File: src/rtl/dco_generator.sv
// dco_generator
// -------------
// Digitally controlled oscillator for the ADPLL loop. Divides fpga_clk_i
// into the square wave generated_o. Each output level lasts hp cycles.
// hp is NOMINAL_HALF_PERIOD plus a signed tune word, clamped to
// [MIN_HALF_PERIOD, MAX_HALF_PERIOD]. A new tune word only takes effect at a
// rising edge of generated_o, so a period is never cut part way through.
//
// Optional build macro: DCO_FRACTIONAL_EN
//   When defined, tune_i carries 2 fractional bits. The integer part sets hp.
//   The fraction feeds a 2-bit accumulator that stretches a level by one
//   cycle each time the accumulator carries out.
//
// Ports
//   fpga_clk_i     in   sole clock
//   reset_n_i      in   asynchronous active-low reset
//   enable_i       in   run oscillator; low holds generated_o low
//   tune_i         in   signed half-period offset from nominal
//   tune_valid_i   in   tune word offered
//   tune_ready_o   out  block can accept a tune word
//   generated_o    out  generated clock (registered)
//   rising_edge_o  out  one-cycle pulse in the first cycle generated_o is 1
//   half_period_o  out  currently applied half-period
//   clamp_o        out  applied half-period is a clamped value
//
// Tune handshake (valid/ready): a word transfers on a clock edge where
// tune_valid_i and tune_ready_o are both high. tune_ready_o is a registered
// state: it is low while a word is pending. The source must hold tune_i and
// tune_valid_i stable until the transfer. Nothing is dropped or overwritten.
// The pending word is applied at the next rise of generated_o. tune_ready_o
// returns high in the cycle after that rise.

module dco_generator #(
  parameter int WIDTH               = 20,
  parameter int NOMINAL_HALF_PERIOD = 40,
  parameter int MIN_HALF_PERIOD     = 2,
  parameter int MAX_HALF_PERIOD     = 4000
) (
  input  logic             fpga_clk_i,
  input  logic             reset_n_i,
  input  logic             enable_i,
  input  logic [WIDTH-1:0] tune_i,
  input  logic             tune_valid_i,
  output logic             tune_ready_o,
  output logic             generated_o,
  output logic             rising_edge_o,
  output logic [WIDTH-1:0] half_period_o,
  output logic             clamp_o
);

  localparam logic signed [WIDTH:0] NOM_S = (WIDTH+1)'(NOMINAL_HALF_PERIOD);
  localparam logic signed [WIDTH:0] MIN_S = (WIDTH+1)'(MIN_HALF_PERIOD);
  localparam logic signed [WIDTH:0] MAX_S = (WIDTH+1)'(MAX_HALF_PERIOD);

  logic [WIDTH-1:0] hp;
  logic [WIDTH-1:0] cnt;
  logic [WIDTH-1:0] pending;
  logic             pending_valid;
  logic             gen_q;
  logic             rise_q;
  logic             clamp_q;

  // Combinational helpers
  logic signed [WIDTH-1:0] offset;
  logic signed [WIDTH:0]   sum;
  logic                    sum_lo;
  logic                    sum_hi;
  logic [WIDTH-1:0]        hp_next;
  logic [WIDTH-1:0]        level_last;
  logic                    level_done;
  logic                    accept;
  logic                    apply;

`ifdef DCO_FRACTIONAL_EN
  logic [1:0] frac;
  logic [1:0] acc;
  logic       extend;
  logic [1:0] frac_next;
  logic [1:0] frac_eff;
  logic [2:0] acc_sum;
`endif

  always_comb begin
`ifdef DCO_FRACTIONAL_EN
    offset = $signed(pending) >>> 2;
`else
    offset = $signed(pending);
`endif
    // One extra bit of headroom: NOMINAL plus any WIDTH-bit offset cannot wrap.
    sum     = NOM_S + $signed({offset[WIDTH-1], offset});
    sum_lo  = (sum < MIN_S);
    sum_hi  = (sum > MAX_S);
    hp_next = sum[WIDTH-1:0];
    if (sum_lo) begin
      hp_next = MIN_S[WIDTH-1:0];
    end else if (sum_hi) begin
      hp_next = MAX_S[WIDTH-1:0];
    end

`ifdef DCO_FRACTIONAL_EN
    // A carried-out accumulator stretches the current level by one cycle.
    level_last = extend ? hp : (hp - WIDTH'(1));
`else
    level_last = hp - WIDTH'(1);
`endif
    level_done = (cnt == level_last);
    accept     = tune_valid_i && !pending_valid;
    // Only the low-to-high toggle may load a new half-period.
    apply      = enable_i && level_done && !gen_q && pending_valid;

`ifdef DCO_FRACTIONAL_EN
    frac_next = (sum_lo || sum_hi) ? 2'b00 : pending[1:0];
    // The newly applied fraction already counts at the toggle that loads it.
    frac_eff  = apply ? frac_next : frac;
    acc_sum   = {1'b0, acc} + {1'b0, frac_eff};
`endif
  end

  always_ff @(posedge fpga_clk_i or negedge reset_n_i) begin
    if (!reset_n_i) begin
      hp            <= WIDTH'(NOMINAL_HALF_PERIOD);
      cnt           <= '0;
      pending       <= '0;
      pending_valid <= 1'b0;
      gen_q         <= 1'b0;
      rise_q        <= 1'b0;
      clamp_q       <= 1'b0;
`ifdef DCO_FRACTIONAL_EN
      frac          <= 2'b00;
      acc           <= 2'b00;
      extend        <= 1'b0;
`endif
    end else begin
      // Acceptance and application are mutually exclusive: the first needs
      // pending_valid low, the second needs it high.
      if (accept) begin
        pending       <= tune_i;
        pending_valid <= 1'b1;
      end else if (apply) begin
        pending_valid <= 1'b0;
      end

      if (!enable_i) begin
        cnt    <= '0;
        gen_q  <= 1'b0;
        rise_q <= 1'b0;
`ifdef DCO_FRACTIONAL_EN
        extend <= 1'b0;
`endif
      end else if (level_done) begin
        cnt    <= '0;
        gen_q  <= ~gen_q;
        rise_q <= ~gen_q;
        if (apply) begin
          hp      <= hp_next;
          clamp_q <= sum_lo || sum_hi;
`ifdef DCO_FRACTIONAL_EN
          frac    <= frac_next;
`endif
        end
`ifdef DCO_FRACTIONAL_EN
        acc    <= acc_sum[1:0];
        extend <= acc_sum[2];
`endif
      end else begin
        cnt    <= cnt + WIDTH'(1);
        rise_q <= 1'b0;
      end
    end
  end

  assign tune_ready_o  = !pending_valid;
  assign generated_o   = gen_q;
  assign rising_edge_o = rise_q;
  assign half_period_o = hp;
  assign clamp_o       = clamp_q;

endmodule
File: config.mk
export PLATFORM = sky130hd
export DESIGN_NAME = dco_generator
export DESIGN_NICKNAME = d
export VERILOG_FILES = /design/src/rtl/dco_generator.sv
export SDC_FILE = /design/constraint.sdc
export NUM_CORES = 1
export LEC_CHECK = 0
export ABC_AREA = 1
export CAP_MARGIN = 20
export CORE_MARGIN = 3
export CORE_UTILIZATION = 45
export DETAILED_ROUTE_END_ITERATION = 12
export PLACE_DENSITY = 0.74
export SYNTH_ARGS = -nofsm -noshare
export SYNTH_HDL_FRONTEND = slang
export SYNTH_SLANG_ARGS = --single-unit
File: constraint.sdc
create_clock -name fpga_clk_i -period 4 [get_ports fpga_clk_i]
set_input_delay 1 -clock fpga_clk_i [delete_from_list [all_inputs] [get_ports fpga_clk_i]]
set_output_delay 1 -clock fpga_clk_i [all_outputs]
set_load 0.02 [all_outputs]
# Word-level counts from Yosys, hierarchy flattened
# Cells that the tools add are included.
[word_totals] ff_bits=64
[op_classes] add_sub_neg=3 order_cmp=2 n_eq_ne=2 n_mux=10 n_bitwise=1 n_reduce_logical=9
[ops] cell="$mux 20" count=4
[ops] cell="$add 7x20->21 const A" count=1
[ops] cell="$gt 21x13->1 const B" count=1
[ops] cell="$lt 21x3->1 const B" count=1
[ops] cell="$add 20x1->20 const B" count=1
[ops] cell="$eq 20x20->1" count=1
[ops] cell="$sub 20x1->20 const B" count=1
[ops] cell="$mux 1" count=6
[ops] cell="$logic_and 1x1->1" count=4
[ops] cell="$reduce_and 3->1" count=1
[ops] cell="$logic_not 1->1" count=2
[ops] cell="$ne 2x1->1 const B" count=1
[ops] cell="$reduce_bool 2->1" count=1
[ops] cell="$logic_or 1x1->1" count=1
[ops] cell="$not 1->1" count=1

# Depth between registers and ports, before layout
[logic_depth] depth_word=7 mapped_depth=17 ltp_nobuf=16

# Worst setup path after synthesis
# OpenSTA, ideal clock, no wires.
[synth_timing] kind="register -> register" from="register hp[0], in the netlist half_period_o[0]" to="register hp[7], in the netlist half_period_o[7]" arrival_ns=2.092 required_time_ns=3.882 path_slack_ns=1.790 path_stages_with_launch=18 path_buffers=2 synth_period_minus_slack_ns=2.210 cell_sequence="dfrtp_1 > inv_1 > ha_1 > nand3_4 > nor2_4 > buf_6 > inv_2 > nand2_1 > nand2_1 > nor2_1 > nand2_1 > nor2_1 > nand3_1 > nor2_2 > nand4_2 > buf_4 > nand2_1 > nand2_1"
[synth_via] elab_chain_len=6
[synth_lines] element="start: declaration" line_no="55" source="logic [WIDTH-1:0] hp;"
[synth_lines] element="start signal: assignment" line_no="121" source="hp <= WIDTH'(NOMINAL_HALF_PERIOD);"
[synth_lines] element="start signal: assignment" line_no="155" source="hp <= hp_next;"
[synth_lines] element="$sub 20x1->20 *" line_no="104" source="level_last = hp - WIDTH'(1);"
[synth_lines] element="$eq 20x20->1 *" line_no="106" source="level_done = (cnt == level_last);"
[synth_lines] element="$logic_and 1x1->1 (3 in a row)" line_no="109" source="apply = enable_i && level_done && !gen_q && pending_valid;"
[synth_lines] element="$reduce_and 3->1 (no line) *"
# Mark *: on every way between the ends. The rest lies on a longest branch, timed or not.
# A chain may end at the register's enable or synchronous reset.

# Worst setup path after layout
[layout_timing] from="register hp[0], in the netlist half_period_o[0]" to="register hp[6], in the netlist half_period_o[6]"
# Same word-level chain as after synthesis.

==> impl_metrics.tcl <==
set metrics [dict create \
    async_reset_ff_frac 1.00 \
    fp.dieH_um 105 \
    hold_ws_ns 0.507 \
    ctsHtreeMaxLevel 3 \
    drive_gt1_frac 0.0855 \
    max_cap_violations 0 \
    path_cells "inv_1 -> ha_1 -> nand3_4 -> nor2_4 -> nand3_1 -> o21ai_1 -> nand3_1 -> nor3_2 -> nand4_2 -> nand2_1 -> nand2_1" \
    wl_per_cell_um 12.3 \
    synth_top_area_cell "dfrtp_1" \
    routabilityCongestion 0.962 \
    vias_per_cell 5.10 \
    seqCellArea_sq_um 1600 \
    cp-end-kind "flop" \
    rsz0062_at_grt "no" \
    final.setup.tns_ns 0 \
    finalMaxSlewViolations 0 \
    finalSetupViolCount 0 \
    multi_input_area_sq_um 2430 \
    synth_nets 677 \
    yosysMostFrequentCell "nand2_1" \
    cts-buffers-inserted 9 \
    synth-seq-cells 64 \
    syn_area_sq_um 4420 \
    clk_latency_ns 0.34 \
    ioPinCount 48 \
    cpMaxStageDelayCell "nand4_2" \
    io_buffer_count 47 \
    post_synth.cell_area_avg_sq_um 6.79 \
    first_global_vias 4040 \
    r2r_cells 11 \
    synthTopCellsByArea "dfrtp_1 35%, nand2_1 17%, nor2_1 8.6%, nand3_1 7.5%, inv_1 6.1%" \
    grt_first_pass_wirelength_um 17400 \
    fillCellCount 894 \
    postRouteAntennaNets 0 \
    worst_pin_slew_ns 1.01 \
    fp.dieArea_sq_um 11000 \
    die_x_um 105 \
    fin_skew_ns 0.0102 \
    period_share 0.714 \
    grt.total_usage 0.191 \
    initialDrtViolationCount 159 \
    drc 0 \
    irDropWorstVdd_v 0.000210 \
    worstPathArrival_ns 3.09 \
    ys.flop_type "dfrtp_1" \
    yosys_warnings 0 \
    min_path_type "flop to flop" \
    power_density_nw_per_um2 270 \
    hold_buffers 0 \
    cp_num_buf_inv 1 \
    start_util 0.471 \
    clkSinkCount 64 \
    cts_root_buf "clkbuf_8" \
    wl_um 10200 \
    finalHoldViolCount 0 \
    antennaDiodeCount 0 \
    cp_top_family "simple AND/OR/NAND/NOR gates" \
    synth_top_area_share 0.351 \
    worst_path_largest_cell_delay_ns 0.52 \
    period_minus_slack_ns 2.85 \
    cp_max_fo 20 \
    synthToLayoutAreaGrowth_pct 16.7 \
    fmax_mhz 350 \
    yosys-top-cells-count "195 x nand2_1, 101 x nor2_1, 72 x inv_1, 66 x nand3_1, 62 x dfrtp_1" \
    dp_slack_ns 1.04 \
    hpwl_um 8100 \
    vias 4237 \
    fin_ws_ns 1.15 \
    holdPathStages 2 \
    cp-start-kind "flop" \
    clockBufferDepth 2 \
    cp.required_ns 4.23 \
    gr-total-overflow 0 \
    critPathKind "flop to flop" \
    synth_seq_area_share 0.363 \
    synth.lib_cells_used.distinct 39 \
    synth_edf_count 0 \
    cp.depth 11 \
    leakage_uw 0.00271 \
    post_cts_buffers 0 \
    antenna_found_initial 0 \
    core_sq_um 9370 \
    cts_resized 0 \
    status "finished clean" \
    clk_pin_slew_ns 0.07 \
    dr.pass1.iters 4 \
    placementRows 35 \
    nets 724 \
    cts_tree "built" \
    syn_inst 650 \
    grt_max_degree 38 \
    slew_headroom 0.323 \
]
## report_power, final
group | total (uW) | switching (uW) | internal [uW] | leakage (uW)
Clock | 522 | 278 | 244 | 0.0000926
Combinational | 176 | 108 | 67.6 | 0.00180
Sequential | 692 | 24.2 | 668 | 0.000818
Total | 1390 | 410 | 980 | 0.00271
## state kept, by name (all words and copies together), names as in the netlist
| signal | flops |
|---|---|
| rising_edge_o | 1 |
| offset | 20 |
| cnt | 20 |
| half_period_o | 20 |
| pending_valid | 1 |
| clamp_o | 1 |
| generated_o | 1 |
## cell families after synthesis
kind of cell	count (synthesis)	synth area share
buffers and inverters	92	0.0859
AND/OR/NAND/NOR	423	0.426
adder cells (fa/ha/maj)	3	0.00850
multiplexers	7	0.0179
flip-flops	64	0.363
AO/OA/AOI/OAI	32	0.0408
XOR/XNOR	29	0.0575
## cells in the final DEF (no fill, tap or decap), drive strengths merged, types with 5 or more instances in the layout
master / n
nor3: 10
nand3b: 8
clkdlybuf4s50: 46
a21oi: 21
xnor2: 10
o21ai: 6
clkbuf: 10
mux2: 7
nand2: 200
nand4: 14
nand3: 71
dfrtp: 62
nor2: 112
clkinv: 5
xor2: 19
inv: 80
## per-stage QoR
stage | total power (uW) | instances | area, sq um | utilization
floorplan | 812 | 650 | 4420 | -
global placement | 876 | 815 | 4970 | 0.530
detailed placement | 881 | 815 | 4970 | 0.530
CTS | 1400 | 831 | 5150 | 0.550
global route | 1460 | 831 | 5150 | 0.550
finish | 1390 | 831 | 5150 | 0.550
## tightest hold or removal path, cell delays in order (launching register included)
cell and delay [ns]:
dfrtp_1 0.37, nand2_1 0.06, nand2_1 0.05
## area by class of cell
class | instances | share of cell area
clock inverters | 6 | 0.00850
flip-flops and latches | 64 | 0.311
clock buffers | 10 | 0.0267
well taps | 129 | 0.0313
multi-input cells | 494 | 0.472
inverters | 80 | 0.0583
repair buffers | 48 | 0.0918
## final timing paths
check                                             startpoint                      endpoint  slack [ns]
worst max-delay path            half_period_o[0]$_DFFE_PN0P_  half_period_o[6]$_DFFE_PN0P_        1.15
worst min register to register           clamp_o$_DFFE_PN0P_           clamp_o$_DFFE_PN0P_        0.51
worst max register to register  half_period_o[0]$_DFFE_PN0P_  half_period_o[6]$_DFFE_PN0P_        1.15
max in group asynchronous                          reset_n_i  half_period_o[3]$_DFFE_PN1P_        2.33
min in group asynchronous                          reset_n_i       rising_edge_o$_DFF_PN0_        0.74
worst min-delay path                     clamp_o$_DFFE_PN0P_           clamp_o$_DFFE_PN0P_        0.51
## routing by layer
metal / GRT usage / vias up / share of wire
met5: 0 / - / 0
met2: 0.345 / 107 / 0.50
met4: 0.0731 / 0 / 0.018
li1: - / 2155 / -
met3: 0.0327 / 18 / 0.052
met1: 0.225 / 1957 / 0.43
No activity file was read; power rests on OpenSTA's default activity.
